## config.mk

```make
export PLATFORM = sky130hd
export DESIGN_NAME = snapshot_ring_capture_flat
export DESIGN_NICKNAME = d
export VERILOG_FILES = /design/src/rtl/snapshot_ring_capture_if.sv /design/src/rtl/snapshot_ring_capture.sv /design/src/flat_wrapper.sv
export SDC_FILE = /design/constraint.sdc
export NUM_CORES = 1
export LEC_CHECK = 0
export BUFFER_PORTS_ARGS = -buffer_cell sky130_fd_sc_hd__buf_2
export CAP_MARGIN = 10
export CORE_MARGIN = 3
export CORE_UTILIZATION = 31
export CTS_CLUSTER_DIAMETER = 40
export DETAILED_ROUTE_END_ITERATION = 8
export GPL_ROUTABILITY_DRIVEN = 0
export GPL_TIMING_DRIVEN = 0
export PLACE_DENSITY = 0.65
export SYNTH_ARGS = -nofsm -noshare
export SYNTH_HDL_FRONTEND = slang
export SYNTH_SLANG_ARGS = --single-unit
export TNS_END_PERCENT = 10
```

## constraint.sdc

```tcl
create_clock -name clk -period 1.5 [get_ports clk]
set_input_delay 0.075 -clock clk [delete_from_list [all_inputs] [get_ports clk]]
set_output_delay 0.075 -clock clk [all_outputs]
set_load 0.05 [all_outputs]
```

## src/rtl/snapshot_ring_capture_if.sv

```systemverilog
// snapshot_ring_capture_if
//   BRAM port A write bus driven by the snapshot capture engine.
//   master : capture engine (drives the write beat)
//   slave  : BRAM port A (or a monitor)
//   bram_we       write enable, one-cycle pulse per sample
//   bram_en_a     port enable, always equal to bram_we
//   bram_addr     write address, holds its value between beats
//   bram_wr_data  write data, holds its value between beats
interface snapshot_ring_capture_if #(
  parameter int DATA_W = 32,
  parameter int ADDR_W = 10
);
  logic              bram_we;
  logic              bram_en_a;
  logic [ADDR_W-1:0] bram_addr;
  logic [DATA_W-1:0] bram_wr_data;

  modport master (
    output bram_we,
    output bram_en_a,
    output bram_addr,
    output bram_wr_data
  );

  modport slave (
    input bram_we,
    input bram_en_a,
    input bram_addr,
    input bram_wr_data
  );
endinterface

```

## src/rtl/snapshot_ring_capture.sv

```systemverilog
// snapshot_ring_capture
//   Captures one channel of a multi-channel sample stream into BRAM port A.
//   mode 0 fills the buffer once from address 0; mode 1 runs a circular
//   pre-trigger capture, then writes post_len samples after the trigger
//   and reports where the trigger sample landed.
// Ports
//   clk, rst       clock, synchronous active-high reset
//   arm            rising edge starts (or restarts) a capture
//   mode           0 = immediate fill, 1 = triggered ring (latched on arm edge)
//   ch_sel         channel to capture (latched on arm edge)
//   post_len       samples after the trigger sample (latched on arm edge)
//   din, din_valid N_CH packed channels plus common sample strobe
//   trig           trigger, only honoured with din_valid in the PRE phase
//   bram           port A write bus (master side)
//   busy, done     capture in progress / capture complete
//   trig_addr      address holding the trigger sample
//   wrapped        ring wrapped at least once during the capture
module snapshot_ring_capture #(
  parameter int DATA_W   = 32,
  parameter int ADDR_W   = 10,
  parameter int N_CH     = 4,
  parameter int CH_SEL_W = 2
) (
  input  logic                   clk,
  input  logic                   rst,
  input  logic                   arm,
  input  logic                   mode,
  input  logic [CH_SEL_W-1:0]    ch_sel,
  input  logic [ADDR_W-1:0]      post_len,
  input  logic [N_CH*DATA_W-1:0] din,
  input  logic                   din_valid,
  input  logic                   trig,
  snapshot_ring_capture_if.master bram,
  output logic                   busy,
  output logic                   done,
  output logic [ADDR_W-1:0]      trig_addr,
  output logic                   wrapped
);

  typedef enum logic [2:0] {
    S_IDLE,
    S_FILL,
    S_PRE,
    S_POST,
    S_DONE
  } state_t;

  state_t state_reg, state_next;

  logic                arm_d;
  logic                arm_edge;
  logic [CH_SEL_W-1:0] ch_reg, ch_next;
  logic [ADDR_W-1:0]   post_reg, post_next;
  logic [ADDR_W-1:0]   addr_reg, addr_next;
  logic [ADDR_W-1:0]   remaining_reg, remaining_next;
  logic [ADDR_W-1:0]   trig_addr_reg, trig_addr_next;
  logic                wrapped_reg, wrapped_next;
  logic                done_reg, done_next;
  logic                capturing;
  logic                accept;
  logic                addr_last;

  // write beat register stage (one cycle of latency to the BRAM)
  logic                we_reg;
  logic [ADDR_W-1:0]   wr_addr_reg;
  logic [DATA_W-1:0]   wr_data_reg;

  // channel split and selection
  logic [DATA_W-1:0]   ch_data [N_CH];
  logic [DATA_W-1:0]   sel_data;

  for (genvar gi = 0; gi < N_CH; gi++) begin : g_ch
    assign ch_data[gi] = din[gi*DATA_W +: DATA_W];
  end

  always_comb begin
    sel_data = '0;
    for (int k = 0; k < N_CH; k++) begin
      if (ch_reg == CH_SEL_W'(k)) sel_data = ch_data[k];
    end
  end

  assign arm_edge  = arm & ~arm_d;
  assign capturing = (state_reg == S_FILL) || (state_reg == S_PRE) || (state_reg == S_POST);
  // A sample arriving together with an arm edge belongs to the aborted
  // capture and is dropped.
  assign accept    = capturing & din_valid & ~arm_edge;
  assign addr_last = (addr_reg == {ADDR_W{1'b1}});

  always_comb begin
    state_next     = state_reg;
    ch_next        = ch_reg;
    post_next      = post_reg;
    addr_next      = addr_reg;
    remaining_next = remaining_reg;
    trig_addr_next = trig_addr_reg;
    wrapped_next   = wrapped_reg;

    if (arm_edge) begin
      ch_next        = ch_sel;
      post_next      = post_len;
      addr_next      = '0;
      trig_addr_next = '0;
      wrapped_next   = 1'b0;
      state_next     = mode ? S_PRE : S_FILL;
    end else if (accept) begin
      addr_next = addr_reg + 1'b1;
      case (state_reg)
        S_FILL: begin
          if (addr_last) state_next = S_DONE;
        end
        S_PRE: begin
          if (addr_last) wrapped_next = 1'b1;
          if (trig) begin
            trig_addr_next = addr_reg;
            remaining_next = post_reg;
            state_next     = (post_reg == '0) ? S_DONE : S_POST;
          end
        end
        S_POST: begin
          if (addr_last) wrapped_next = 1'b1;
          remaining_next = remaining_reg - 1'b1;
          if (remaining_reg == ADDR_W'(1)) state_next = S_DONE;
        end
        default: begin
        end
      endcase
    end

    // The state reaches DONE in the cycle of the final write beat; the
    // done flag follows one cycle later so it trails the last write.
    done_next = (state_reg == S_DONE) & ~arm_edge;
  end

  always_ff @(posedge clk) begin
    if (rst) begin
      state_reg     <= S_IDLE;
      // Track the arm level through reset so a level held high across
      // reset release is not seen as a fresh edge.
      arm_d         <= arm;
      ch_reg        <= '0;
      post_reg      <= '0;
      addr_reg      <= '0;
      remaining_reg <= '0;
      trig_addr_reg <= '0;
      wrapped_reg   <= 1'b0;
      done_reg      <= 1'b0;
      we_reg        <= 1'b0;
      wr_addr_reg   <= '0;
      wr_data_reg   <= '0;
    end else begin
      state_reg     <= state_next;
      arm_d         <= arm;
      ch_reg        <= ch_next;
      post_reg      <= post_next;
      addr_reg      <= addr_next;
      remaining_reg <= remaining_next;
      trig_addr_reg <= trig_addr_next;
      wrapped_reg   <= wrapped_next;
      done_reg      <= done_next;
      we_reg        <= accept;
      if (accept) begin
        wr_addr_reg <= addr_reg;
        wr_data_reg <= sel_data;
      end
    end
  end

  assign bram.bram_we      = we_reg;
  assign bram.bram_en_a    = we_reg;
  assign bram.bram_addr    = wr_addr_reg;
  assign bram.bram_wr_data = wr_data_reg;

  // busy also covers the final write beat, before done rises
  assign busy      = capturing | ((state_reg == S_DONE) & ~done_reg);
  assign done      = done_reg;
  assign trig_addr = trig_addr_reg;
  assign wrapped   = wrapped_reg;

endmodule

```

## src/flat_wrapper.sv

```systemverilog
// flat-port wrapper written by rule: the top's interface ports become plain ports
module snapshot_ring_capture_flat 
#(
  parameter int DATA_W   = 32,
  parameter int ADDR_W   = 10,
  parameter int N_CH     = 4,
  parameter int CH_SEL_W = 2
)
  (clk, rst, arm, mode, ch_sel, post_len, din, din_valid, trig, busy, done, trig_addr, wrapped, bram_bram_we, bram_bram_en_a, bram_bram_addr, bram_bram_wr_data);
  snapshot_ring_capture_if #(.DATA_W(DATA_W), .ADDR_W(ADDR_W)) bram_i ();
  input  logic clk;
  input  logic rst;
  input  logic arm;
  input  logic mode;
  input  logic [CH_SEL_W-1:0] ch_sel;
  input  logic [ADDR_W-1:0] post_len;
  input  logic [N_CH*DATA_W-1:0] din;
  input  logic din_valid;
  input  logic trig;
  output logic busy;
  output logic done;
  output logic [ADDR_W-1:0] trig_addr;
  output logic wrapped;
  output wire logic [$bits(bram_i.bram_we)-1:0] bram_bram_we;
  output wire logic [$bits(bram_i.bram_en_a)-1:0] bram_bram_en_a;
  output wire logic [$bits(bram_i.bram_addr)-1:0] bram_bram_addr;
  output wire logic [$bits(bram_i.bram_wr_data)-1:0] bram_bram_wr_data;
  assign bram_bram_we = bram_i.bram_we;
  assign bram_bram_en_a = bram_i.bram_en_a;
  assign bram_bram_addr = bram_i.bram_addr;
  assign bram_bram_wr_data = bram_i.bram_wr_data;
  snapshot_ring_capture #(.DATA_W(DATA_W), .ADDR_W(ADDR_W), .N_CH(N_CH), .CH_SEL_W(CH_SEL_W)) u_core (.clk(clk), .rst(rst), .arm(arm), .mode(mode), .ch_sel(ch_sel), .post_len(post_len), .din(din), .din_valid(din_valid), .trig(trig), .bram(bram_i), .busy(busy), .done(done), .trig_addr(trig_addr), .wrapped(wrapped));
endmodule
```

# ---- Word level (Yosys, flattened, before mapping)
# Index checks and enable logic that the tools add are counted.
dict set report op_classes {
  add_sub_neg 2
  multipliers 0
  div_mod_pow 0
  magnitude_cmp 0
  n_eq_ne 13
  shift 0
  muxes 14
  n_bitwise 9
  n_reduce_logical 13
}
# operator count
set ops {}
lappend ops {{2-to-1 mux 32 bit} 4}
lappend ops {{case mux 10 bit (2 select lines)} 1}
lappend ops {{2-to-1 mux 3 bit} 6}
lappend ops {{adder 10 x 1 -> 10 bit, second input constant} 1}
lappend ops {{== test 10 x 1 -> 1 bit, second input constant} 1}
lappend ops {{== test 10 bit, second input constant} 1}
lappend ops {{logical NOT 10 bit} 1}
lappend ops {{2-to-1 mux 10 bit} 1}
lappend ops {{subtractor 10 x 1 -> 10 bit, second input constant} 1}
lappend ops {{case mux 3 bit (3 select lines)} 1}
lappend ops {{== test 3 x 2 -> 1 bit, second input constant} 2}
lappend ops {{!= test 3 x 2 -> 1 bit, second input constant} 2}
lappend ops {{AND reduction 3 bit} 2}
lappend ops {{bitwise AND 1 bit} 5}
lappend ops {{AND reduction 5 bit} 1}
lappend ops {{== test 2 bit, second input constant} 2}
lappend ops {{AND reduction 4 bit} 1}
lappend ops {{nonzero test 2 bit} 2}
lappend ops {{nonzero test 4 bit} 1}
lappend ops {{OR reduction 2 bit} 2}
lappend ops {{== test 3 x 1 -> 1 bit, second input constant} 1}
lappend ops {{== test 3 bit, second input constant} 1}
lappend ops {{!= test 3 x 1 -> 1 bit, second input constant} 1}
lappend ops {{inverter 1 bit} 3}
lappend ops {{other kinds (6)} 7}
dict set report totals {
  regBits 91
  latchBits 0
  mem_bits_rw 0
  rom_bits 0
  in_bits 146
  output_inout_bits 57
  wordCells 63
  mem_count 0
}

# ---- Logic depth before layout (Yosys ltp)
dict set report logic_depth {
  depth_word 7
  depth_mapped 7
  depth_no_buf 6
}

# ---- Worst setup path before layout
# OpenSTA, ideal clock, no wires.
dict set report synth_path {
  kind {register to output}
  start {register u_core.state_reg[0]}
  end {output port busy}
  arrival_ns 1.573
  t_required_ns 1.425
  path_slack_ns -0.148
  stages_incl_launch_ff 4
  path_buffers 1
  path_cell_list {dfxtp_1 -> buf_6 -> nor2_4 -> o21ai_0}
}
dict set report synth_between {
  elab_chain_len 4
  elab_cells_between_ends 8
  classes_between {eq/ne: 4; bitwise: 2; reduce/logical: 2}
}
# element line
set synth_rtl {}
lappend synth_rtl {{start: declaration} snapshot_ring_capture.sv:48} ;# state_t state_reg, state_next;
lappend synth_rtl {{start signal: assignment} snapshot_ring_capture.sv:152} ;# state_reg <= state_next;
lappend synth_rtl {{== test 3 x 1 -> 1 bit or == test 3 x 2 -> 1 bit (tied branches)} snapshot_ring_capture.sv:84} ;# assign capturing = (state_reg == S_FILL) || (state_reg == S_PRE) || (state_reg == S_POST);
lappend synth_rtl {{logical OR 1 bit (2 in series)} snapshot_ring_capture.sv:84}
lappend synth_rtl {{bitwise OR 1 bit *} snapshot_ring_capture.sv:175} ;# assign busy = capturing | ((state_reg == S_DONE) & ~done_reg);
lappend synth_rtl {{end: declaration} flat_wrapper.sv:20} ;# output logic busy;
# Mark *: on every way between the ends. The rest lies on a longest branch, timed or not.

# ---- Final worst setup path
dict set report layout_path {
  start {register u_core.state_reg[0]}
  end {register u_core.remaining_reg[0]}
}
dict set report layout_between {
  elab_chain_len 6
  elab_cells_between_ends 11
  classes_between {eq/ne: 4; mux: 1; bitwise: 2; reduce/logical: 4}
}
# element line
set layout_rtl {}
lappend layout_rtl {{== test 3 x 1 -> 1 bit or == test 3 x 2 -> 1 bit (tied branches)} {snapshot_ring_capture.sv:84, snapshot_ring_capture.sv:108}}
lappend layout_rtl {{logical OR 1 bit (2 in series)} snapshot_ring_capture.sv:84}
lappend layout_rtl {{bitwise AND 1 bit (2 in series)} snapshot_ring_capture.sv:87} ;# assign accept = capturing & din_valid & ~arm_edge;
lappend layout_rtl {{AND reduction 4 bit (no line)} --}
lappend layout_rtl {{end signal: assignment} snapshot_ring_capture.sv:157} ;# remaining_reg <= remaining_next;
lappend layout_rtl {{end: declaration} snapshot_ring_capture.sv:55} ;# logic [ADDR_W-1:0] remaining_reg, remaining_next;
# Several ways; a longest one is shown, not always the timed one.
# A chain may end at the register's enable or synchronous reset.

==> results by group <==
Setup path
  – Critical path launch point type: flip-flop
  – Ordered cell list for the critical path: buf_6, nor4b_2, or3_1, buf_6, clkbuf_16, nand2_1, a31oi_1
  – Critical path endpoint category: flip-flop
  – Crit Path Class: flip-flop to flip-flop
  – Cell family with most CP delay: simple AND/OR/NAND/NOR gates
  – CP max-delay cell: nor4b_2
  – Critical path's most frequent cell: buf_6
  – Max FO, Critical Path: 10
  – Critical path buffers and inverters: 3
  – Slowest cell delay on critical path: 0.39 ns
  – Critical Path RT: 1.76 ns
  – WP data arrival: 1.89 ns

Pwr
  – Pwr dens: 891 mW/mm2
  – Leak pwr: 2.82 nW
  – Maximum VDD drop: 0.516 mV

Routing
  – Via density: 4.96
  – DRC viols: 0
  – Detail Route Antenna Nets: 0
  – Vias: 4596
  – Post-Route WL: 14700 um
  – Avg WL per Cell: 15.9 um
  – Initial drt markers: 173
  – Drt first pass iters: 4

Synth
  – Net Count, Synth: 650
  – Yosys Warn Count: 0
  – Commonest cells post-synth: 122 x nand2_1, 91 x dfxtp_1, 75 x a21oi_1
  – Cell Area, Synth: 0.00447 mm2
  – Syn Area/Cell: 8.92 um2
  – Flops & latches, synth: 91
  – Most common cell in the netlist: nand2_1
  – Post-synth top area cell: dfxtp_1
  – Post-synth ARST share: 0%
  – Top_reg_cell synth: dfxtp_1
  – EDFF count, synth: 0
  – Post-synthesis cell type count: 49
  – Post-synth top area share: 40.8%
  – Synth Instances: 501
  – Seq/Total Area, Yosys: 40.8%
  – Top post-synthesis cells by area: dfxtp_1 41%, mux4_2 16%, nand2_1 10%

Clock network
  – Sinks on Clock Net: 91
  – Clock Pin Slew Worst Setup and Hold Paths: 0.06 ns
  – CTS buffer count: 9
  – Clock latency on the worst-skew pair: 0.35 ns
  – CTS tree: done
  – Htree depth: 3
  – Root Driver: clkbuf_16
  – Max Root-Sink Buffers: 2

STA
  – Final Max Tran Viols: 0
  – Endpoints failing setup: 15
  – Unrepaired setup endpoints after global routing: yes
  – Tcrit/Tclk final: 109%
  – Maximum operating frequency: 0.613 GHz
  – Setup TNS: -1.34 ns
  – Slew margin rel.: 60.3%
  – Fin crit period: 1.63 ns
  – Worst hold margin: 0.0135 ns
  – Slew @ Worst Pin: 0.596 ns
  – Post-route setup slack: -0.132 ns
  – Hold Vio Cnt, Final: 0
  – Setup Skew: 0.00613 ns

Die
  – Initial core utilization: 31.9%
  – Core area: 0.0140 mm2
  – Die Span Y: 126 um
  – I/O Pins: 203
  – Die area: 0.0159 mm2
  – Width of the die: 126 um
  – Num rows: 43

Status
  – Failing checks: negative setup slack
  – Outcome: finished, violations left

Layout
  – Layout cells sized above 1: 45.9%
  – Area growth from synthesis to layout: 50.1%
  – Post-layout util: 48.0%
  – Nets@finish: 891
  – Max FFs per register: 32
  – Antenna diodes: 0
  – # fillers: 1369

Global route
  – Number of global-route vias before repair: 4453
  – Largest net degree at the start of global routing: 15
  – Global-route wire length before repair: 22500 um
  – GRT Total Usage: 17.9%
  – Grt ovf: 0
  – Initial antenna violation count: 0

Min path
  – Hold/Removal Path Class: primary input to flip-flop

Placed design
  – Port bufs: 202
  – Dpl hpwl: 10700 um
  – Pre-CTS setup slack: -0.647 ns

Flow run
  – MaxCap Viol Count: 0
[path summary, 6_finish.rpt]
path / depth (start not counted) / endpoint / start / slack, ns
worst max register to register: 7 / u_core.remaining_reg[0] / u_core.state_reg[0] / -0.13
worst min register to register: 2 / u_core.bram.bram_wr_data[4] / u_core.bram.bram_wr_data[4] / 0.45
worst min-delay path: 4 / u_core.state_reg[0] / mode / 0.01
worst max-delay path: 7 / u_core.remaining_reg[0] / u_core.state_reg[0] / -0.13
[cells by family after synthesis]
| kind of cell | synth area share, % |
|---|---|
| multiplexers | 18.6 |
| AND/OR/NAND/NOR | 20.9 |
| buffers and inverters | 4.76 |
| adder cells (fa/ha/maj) | 0.840 |
| AO/OA/AOI/OAI | 13.6 |
| XOR/XNOR | 0.588 |
| flip-flops | 40.8 |
[worst reg2reg max path, stage by stage (launching register included)]
cell and delay [ns]:
dfxtp_2 0.31, buf_6 0.14, nor4b_2 0.39, or3_1 0.18
buf_6 0.14, clkbuf_16 0.15, nand2_1 0.06, a31oi_1 0.18
[where the power goes]
part | leakage (nW) | internal [mW] | switching, mW
combinational | 1.93 | 0.523 | 0.603
sequential | 0.743 | 2.48 | 0.0442
clock | 0.140 | 1.35 | 0.974
total | 2.82 | 4.35 | 1.62
[metal layers]
layer | global-route usage, % | vias up | part of all wire [%]
met5 | 0 | - | 0
met4 | 4.61 | 0 | 1.1
met3 | 5.39 | 15 | 6.0
met2 | 31.0 | 163 | 51
met1 | 21.6 | 2155 | 42
li1 | - | 2263 | -
[cells in the final DEF, fill, tap and decap left out, drive strengths merged, types with 4 or more instances in the layout]
cell type	netlist	final
buf	21	241
nand2	122	122
dfxtp	91	91
a21oi	75	75
mux4	32	32
clkbuf	19	29
nor2	26	26
o21ai	14	14
dlygate4sd3	0	13
nand3	11	11
mux2i	10	10
inv	6	7
nor3	7	7
nand4	6	6
a21o	6	6
a31oi	6	6
o31ai	4	4
or4	4	4
nand2b	4	4
or3	4	4
[timing repair]
item,in CTS,in global routing
endpoints found under the hold margin,13,0
endpoints found under the setup margin,85,84
resized for setup,61,69
pin swaps,6,17
setup buffers,12,3
gates cloned,0,2
hold buffers,13,0
[metrics by stage]
stage,cells,power [mW],area [um2]
3_5_place_dp,883,3.54,5720
4_1_cts,922,5.96,6430
5_1_grt,927,6.23,6710
3_3_place_gp,883,3.53,5720
2_1_floorplan,501,3.18,4480
6_report,927,5.97,6710
[final cells by class]
cell class	instances	area, um2	area share [%]
clock buffers	13	250	3.73
inverters	6	22.5	0.336
flip-flops and latches	91	1840	27.5
multi-input cells	364	2650	39.5
clock inverters	3	46.3	0.690
well taps	180	225	3.36
repair buffers	232	1320	19.7
plain buffers	38	350	5.22
(Power assumes the default switching activity.)
